**config.mk**
```make
export PLATFORM = sky130hd
export DESIGN_NAME = bus_reg_file
export DESIGN_NICKNAME = d
export VERILOG_FILES = /design/src/rtl/bus_reg_file.sv
export SDC_FILE = /design/constraint.sdc
export NUM_CORES = 1
export LEC_CHECK = 0
export CAP_MARGIN = 20
export CORE_AREA = 4 4 255 257
export CTS_BUF_LIST = sky130_fd_sc_hd__clkbuf_8
export DETAILED_ROUTE_END_ITERATION = 7
export DIE_AREA = 0 0 259 261
export PLACE_DENSITY_LB_ADDON = 0.12
export RECOVER_POWER = 100
export SYNTH_ARGS = -nofsm -noshare
export SYNTH_HDL_FRONTEND = slang
export SYNTH_SLANG_ARGS = --single-unit
export TNS_END_PERCENT = 100
```
**constraint.sdc**
```tcl
create_clock -name clock -period 3.1 [get_ports clock]
set_input_delay 0.62 -clock clock [delete_from_list [all_inputs] [get_ports clock]]
set_output_delay 0.62 -clock clock [all_outputs]
set_load 0.01 [all_outputs]
```
**src/rtl/bus_reg_file.sv**
```systemverilog
// bus_reg_file: general-purpose register bank R0-R15 with IR field select/decode, bus read ports and write-port status
module bus_reg_file #(
    parameter int DATA_W = 32,
    parameter int NREGS  = 16,
    parameter int C_W    = 19
) (
    input  logic              clock,
    input  logic              clear,
    input  logic [DATA_W-1:0] BusMuxOut,
    input  logic [DATA_W-1:0] IR,
    input  logic              Gra,
    input  logic              Grb,
    input  logic              Grc,
    input  logic              Rin,
    input  logic              Rout,
    input  logic              BAout,
    input  logic [NREGS-1:0]  RegInDirect,
    output logic [DATA_W-1:0] BusMuxInR0,
    output logic [DATA_W-1:0] BusMuxInR1,
    output logic [DATA_W-1:0] BusMuxInR2,
    output logic [DATA_W-1:0] BusMuxInR3,
    output logic [DATA_W-1:0] BusMuxInR4,
    output logic [DATA_W-1:0] BusMuxInR5,
    output logic [DATA_W-1:0] BusMuxInR6,
    output logic [DATA_W-1:0] BusMuxInR7,
    output logic [DATA_W-1:0] BusMuxInR8,
    output logic [DATA_W-1:0] BusMuxInR9,
    output logic [DATA_W-1:0] BusMuxInR10,
    output logic [DATA_W-1:0] BusMuxInR11,
    output logic [DATA_W-1:0] BusMuxInR12,
    output logic [DATA_W-1:0] BusMuxInR13,
    output logic [DATA_W-1:0] BusMuxInR14,
    output logic [DATA_W-1:0] BusMuxInR15,
    output logic [DATA_W-1:0] BusMuxInCin,
    output logic [NREGS-1:0]  RnOut,
    output logic              WrConflict,
    output logic [3:0]        WrIndex,
    output logic              WrValid
);
    logic [DATA_W-1:0] regs_q [NREGS];
    logic [DATA_W-1:0] regs_d [NREGS];
    logic              wr_conflict_q, wr_conflict_d;
    logic [3:0]        wr_index_q, wr_index_d;
    logic              wr_valid_q, wr_valid_d;
    logic [3:0]        sel;
    logic [NREGS-1:0]  dec;
    logic [NREGS-1:0]  we;
    logic [3:0]        hi;

    // select the IR register field, decode it, and form the write enables
    always_comb begin
        sel = (Gra ? IR[26:23] : 4'd0) | (Grb ? IR[22:19] : 4'd0) | (Grc ? IR[18:15] : 4'd0);
        dec = NREGS'(1) << sel;
        we  = ({NREGS{Rin}} & dec) | RegInDirect;
        hi  = 4'd0;
        for (int n = 0; n < NREGS; n++)
            if (we[n]) hi = 4'(n);
    end

    // next-state: enabled registers take the bus value; status tracks this cycle's enables
    always_comb begin
        regs_d = regs_q;
        for (int n = 0; n < NREGS; n++)
            if (we[n]) regs_d[n] = BusMuxOut;
        wr_conflict_d = wr_conflict_q | ((we & (we - NREGS'(1))) != '0);
        wr_index_d    = (we != '0) ? hi : wr_index_q;
        wr_valid_d    = (we != '0);
    end

    // state registers; clear overrides any write on the same edge
    always_ff @(posedge clock) begin
        if (clear) begin
            for (int n = 0; n < NREGS; n++)
                regs_q[n] <= '0;
            wr_conflict_q <= 1'b0;
            wr_index_q    <= 4'd0;
            wr_valid_q    <= 1'b0;
        end else begin
            regs_q        <= regs_d;
            wr_conflict_q <= wr_conflict_d;
            wr_index_q    <= wr_index_d;
            wr_valid_q    <= wr_valid_d;
        end
    end

    assign RnOut       = {NREGS{Rout | BAout}} & dec;
    assign BusMuxInCin = {{(DATA_W-C_W){IR[C_W-1]}}, IR[C_W-1:0]};
    assign WrConflict  = wr_conflict_q;
    assign WrIndex     = wr_index_q;
    assign WrValid     = wr_valid_q;

    // R0 reads as zero for base-address use without disturbing its stored value
    assign BusMuxInR0  = BAout ? '0 : regs_q[0];
    assign BusMuxInR1  = regs_q[1];
    assign BusMuxInR2  = regs_q[2];
    assign BusMuxInR3  = regs_q[3];
    assign BusMuxInR4  = regs_q[4];
    assign BusMuxInR5  = regs_q[5];
    assign BusMuxInR6  = regs_q[6];
    assign BusMuxInR7  = regs_q[7];
    assign BusMuxInR8  = regs_q[8];
    assign BusMuxInR9  = regs_q[9];
    assign BusMuxInR10 = regs_q[10];
    assign BusMuxInR11 = regs_q[11];
    assign BusMuxInR12 = regs_q[12];
    assign BusMuxInR13 = regs_q[13];
    assign BusMuxInR14 = regs_q[14];
    assign BusMuxInR15 = regs_q[15];
endmodule

```
**After elaboration in Yosys (flattened, before gate mapping)**

Cells that the tools add are included.

- Flip-flop bits (word level): 518
- Bits in latches: 0
- Memory bits (writable): 0
- Memory bits (read-only): 0
- Input bits: 88
- Output and inout port bits: 566
- Memories kept: 0

- $add $sub $neg: 1
- Multiply operators: 0
- Div/mod/pow operators: 0
- Magnitude comparators: 0
- Equality and inequality tests: 0
- Shifts and indexed selects: 1
- Muxes and demuxes: 19
- Bitwise logic cells: 8
- Reduce and logical (&&, ||, !) cells: 2

Operators by type and width:

| operator | number |
|---|---|
| two-way mux 4 bit | 17 |
| bitwise AND 16 bit | 3 |
| two-way mux 32 bit | 1 |
| nonzero test 16 bit | 2 |
| OR 16 bit | 1 |
| left shift 1 x 4 -> 16 bit (first input constant) | 1 |
| subtractor 16 x 1 -> 16 bit (second input constant) | 1 |
| OR 4 bit | 2 |
| OR 1 bit | 2 |
| two-way mux 1 bit | 1 |

**Longest topological paths before layout**

- Depth after elaboration: 21
- Gate-level depth with buffers: 10
- Depth with buffers taken out: 7

**Least setup slack after synthesis**

Ideal clock, no wire load.

- Path kind: input port to flip-flop
- Start point: input IR[19]
- End point: register wr_index_q[0] (netlist: WrIndex[0])
- Library setup time: 120 ps
- Arrival time: 2235 ps
- Required time: 2980 ps
- Path slack: 745 ps
- Cell stages on the path: 9
- Cells stage by stage: a222oi_1 -> buf_4 -> nor3b_4 -> a21o_1 -> buf_4 -> o21ai_2 -> nand3_1 -> a31oi_1 -> o31a_1

- Cells in the longest elaborated chain, start to end: 21

Ends and longest elaborated chain:

| element | RTL line | text |
|---|---|---|
| start: declaration | 10 | `input logic [DATA_W-1:0] IR,` |
| two-way mux 4 bit * | 52 | `sel = (Gra ? IR[26:23] : 4'd0) \| (Grb ? IR[22:19] : 4'd0) \| (Grc ? IR[18:15] : 4'd0);` |
| OR 4 bit * (2 in a row) | 52 |  |
| left shift 1 x 4 -> 16 bit * | 53 | `dec = NREGS'(1) << sel;` |
| bitwise AND 16 bit * | 54 | `we = ({NREGS{Rin}} & dec) \| RegInDirect;` |
| OR 16 bit * | 54 |  |
| two-way mux 1 bit | 57 | `if (we[n]) hi = 4'(n);` |
| two-way mux 4 bit (14 in a row) | 57 |  |
| end signal: assignment | 81 | `wr_index_q <= wr_index_d;` |
| end: declaration | 43 | `logic [3:0] wr_index_q, wr_index_d;` |

Every way passes the cells marked *; elsewhere a longest branch is shown, timed or not.
A chain may end at the register's enable or synchronous reset.

**Worst setup path in the final report**

- Start point: input Gra
- End point: output RnOut[13]

- Cells in the longest elaborated chain, start to end: 5

Ends and longest elaborated chain:

| element | RTL line | text |
|---|---|---|
| start: declaration | 11 | `input logic Gra,` |
| two-way mux 4 bit | 52 |  |
| OR 4 bit (2 in a row) | 52 |  |
| left shift 1 x 4 -> 16 bit | 53 |  |
| bitwise AND 16 bit | 86 | `assign RnOut = {NREGS{Rout \| BAout}} & dec;` |
| end: declaration | 35 | `output logic [NREGS-1:0] RnOut,` |

No other way between the ends.

==> out/metrics.yaml <==
antenna_left: 0
dieHeight_um: 261
grt_pass1_vias: 18200
crit_arrival_ps: 2350
drt_pass1_iterations: 7
core_area_um2: 62700
reg2reg_slack_ps: 2170
max-clock-path-buffers: 3
final_cells: 3984
cts_sinks: 518
final_util_pct: 45.0
syn_nets: 3060
max-slew-margin-rel_pct: 28.7
power_per_cell_area_nw_per_um2: 568
gp_congestion: 0.829
outcome: "completed"
num_vias: 19000
finalPower_mw: 16.0
min_period_ps: 2970
m1WireLength_um: 35200
ys_ff_latch: 518
cts.clk_slew.worst_paths_ps: 60
synthCells: 2972
viasPerCell: 4.78
die_x_um: 259
met2_length_um: 40600
top_layer: "met5"
drive_gt1_share_pct: 8.78
drc_errors: 0
setup_viol: 0
pre_cts_ws_ps: -156
ir_drop_uv: 341
grt_pass1_wl_um: 122000
clock_latency_ps: 640
ys_warn_count: 0
place_hpwl_um: 58600
synth_edf_count: 0
netlist-cell-type-count: 41
grt_max_degree: 99
fin_skew_ps: 0
layout_commonest_cell: "nand2_1"
drt-total-wl_um: 85200
avgSynthCellArea_um2: 7.62
hold_viol: 0
critical_path_required_ps: 2480
start_util_pct: 36.1
path_class: "in -> out"
drt_iter0_drc: 1371
p_leak_nw: 12.4
grt_overflow_total: 0
maxCapViolCount: 0
antenna_found_initial: 13
fin_crit_sh_pct: 95.9
cts_tree: "done"
cp-end-kind: "output port"
grt_usage_pct: 23.9
final_cell_mix: "nand2_1, dlygate4sd3_1, a21oi_1"
port_buffers: 618
root_buffer: "clkbuf_8"
worst_slack_ps: 127
worstHoldPathType: "in -> reg"
htreeDepth: 3
synth_area_um2: 22600
wl_per_cell_um: 21.4
wl_met3_um: 7030
rsz0062_at_grt: "no"
rows: 92
synthFlopType: "dfxtp_1"
clock.fmax_mhz: 336
ctsHoldBuffers: 0
start_kind: "primary input"
worstMarginPinSlew_ps: 1070
syn2layout_area_growth_pct: 24.6
cts_made_buffers: 91
ios: 654
seq_area_frac_synth_pct: 45.8
dp_cells: 3812
async_flop_share_pct: 0
dieArea_um2: 67600
maxSlewViolCount: 0
path_max_fanout: 5
finalNetCount: 3150
-- flip-flops by register name, indices dropped and copies added, names as in the netlist --
name	cells
BusMuxInR10	32
BusMuxInR11	32
BusMuxInR12	32
BusMuxInR13	32
BusMuxInR14	32
BusMuxInR15	32
BusMuxInR1	32
BusMuxInR2	32
BusMuxInR3	32
BusMuxInR4	32
BusMuxInR5	32
BusMuxInR6	32
BusMuxInR7	32
BusMuxInR8	32
BusMuxInR9	32
regs_q	32
WrIndex	4
WrConflict	1
WrValid	1
-- layout make-up --
type                       instances  area, um^2
timing repair buffer             746        7350
multi-input combinational       1703        7610
tap                              846        1060
clock buffer                     116        1600
antenna                            7        17.5
clock inverter                    46         211
fill                            6215       34500
inverter                           2        7.51
sequential                       518       10400
-- power breakdown --
| group | switching [mW] | internal (mW) | total [mW] |
|---|---|---|---|
| registers | 0.196 | 7.06 | 7.26 |
| clock network | 2.89 | 3.36 | 6.25 |
| logic | 1.49 | 1.02 | 2.52 |
| total | 4.58 | 11.4 | 16.0 |
-- critical path, stage by stage --
cell             delay, ps
clkdlybuf4s50_1        470
clkbuf_4               160
a222oi_1               290
buf_4                  200
or2_0                  250
nor2_1                  80
dlygate4sd2_1          290
-- Yosys cell counts, types with 3 or more instances --
library cell	n	area (um^2)
o21ai_0	4	20.0
clkbuf_1	189	709
nor2_1	26	97.6
nand3_1	4	20.0
a21o_1	16	120
a31oi_1	3	18.8
a21oi_1	531	2660
dfxtp_1	518	10400
buf_2	45	225
buf_4	515	3870
a211oi_1	3	22.5
a222oi_1	4	40.0
and3_1	3	18.8
nand2b_1	3	18.8
nand2_1	1034	3880
nor2b_1	34	213
or3_1	3	18.8
a21oi_2	6	52.6
-- cell families (layout without fill, tap and decap cells) --
family                     Yosys count  after routing  share of synthesized area, %
AOI/OAI and AO/OA                  584            584                          13.6
adders and majority gates            1              1                        0.0442
buffers and inverters              751            910                          21.2
DFF                                518            518                          45.8
other                                0              7                             0
and+or+nand+nor                   1118           1118                          19.3
-- timing repair --
action / 4_1_cts / 5_1_grt
setup endpoints to repair: 16 / 7
gates resized for setup: 12 / 8
pin swaps: 1 / 1
setup buffers: 2 / 1
-- final timing paths --
check	cells after the start	end	startpoint
worst max-delay path	7	RnOut[13]	Gra
worst min-delay path	2	BusMuxInR13[11]	clear
worst max register to register	3	WrConflict	WrConflict
worst min register to register	2	BusMuxInR8[8]	BusMuxInR8[8]
-- metal layers --
layer  track usage, %  up-vias
met1             30.1     9023
met5                0        -
met3             7.49      142
li1                 -     9121
met4             7.48       12
met2             39.3      726
-- stage by stage --
stage / hold slack (ps) / setup TNS [ps] / instance area, um^2
after floorplan: 427 / 0 / 22600
after global placement: 435 / -4570 / 26500
after detailed placement: 441 / -11820 / 26500
after CTS: 353 / 0 / 28300
after global routing: 395 / 0 / 28200
final: 418 / 0 / 28200
Note: power is estimated with default switching activity, not from simulation.
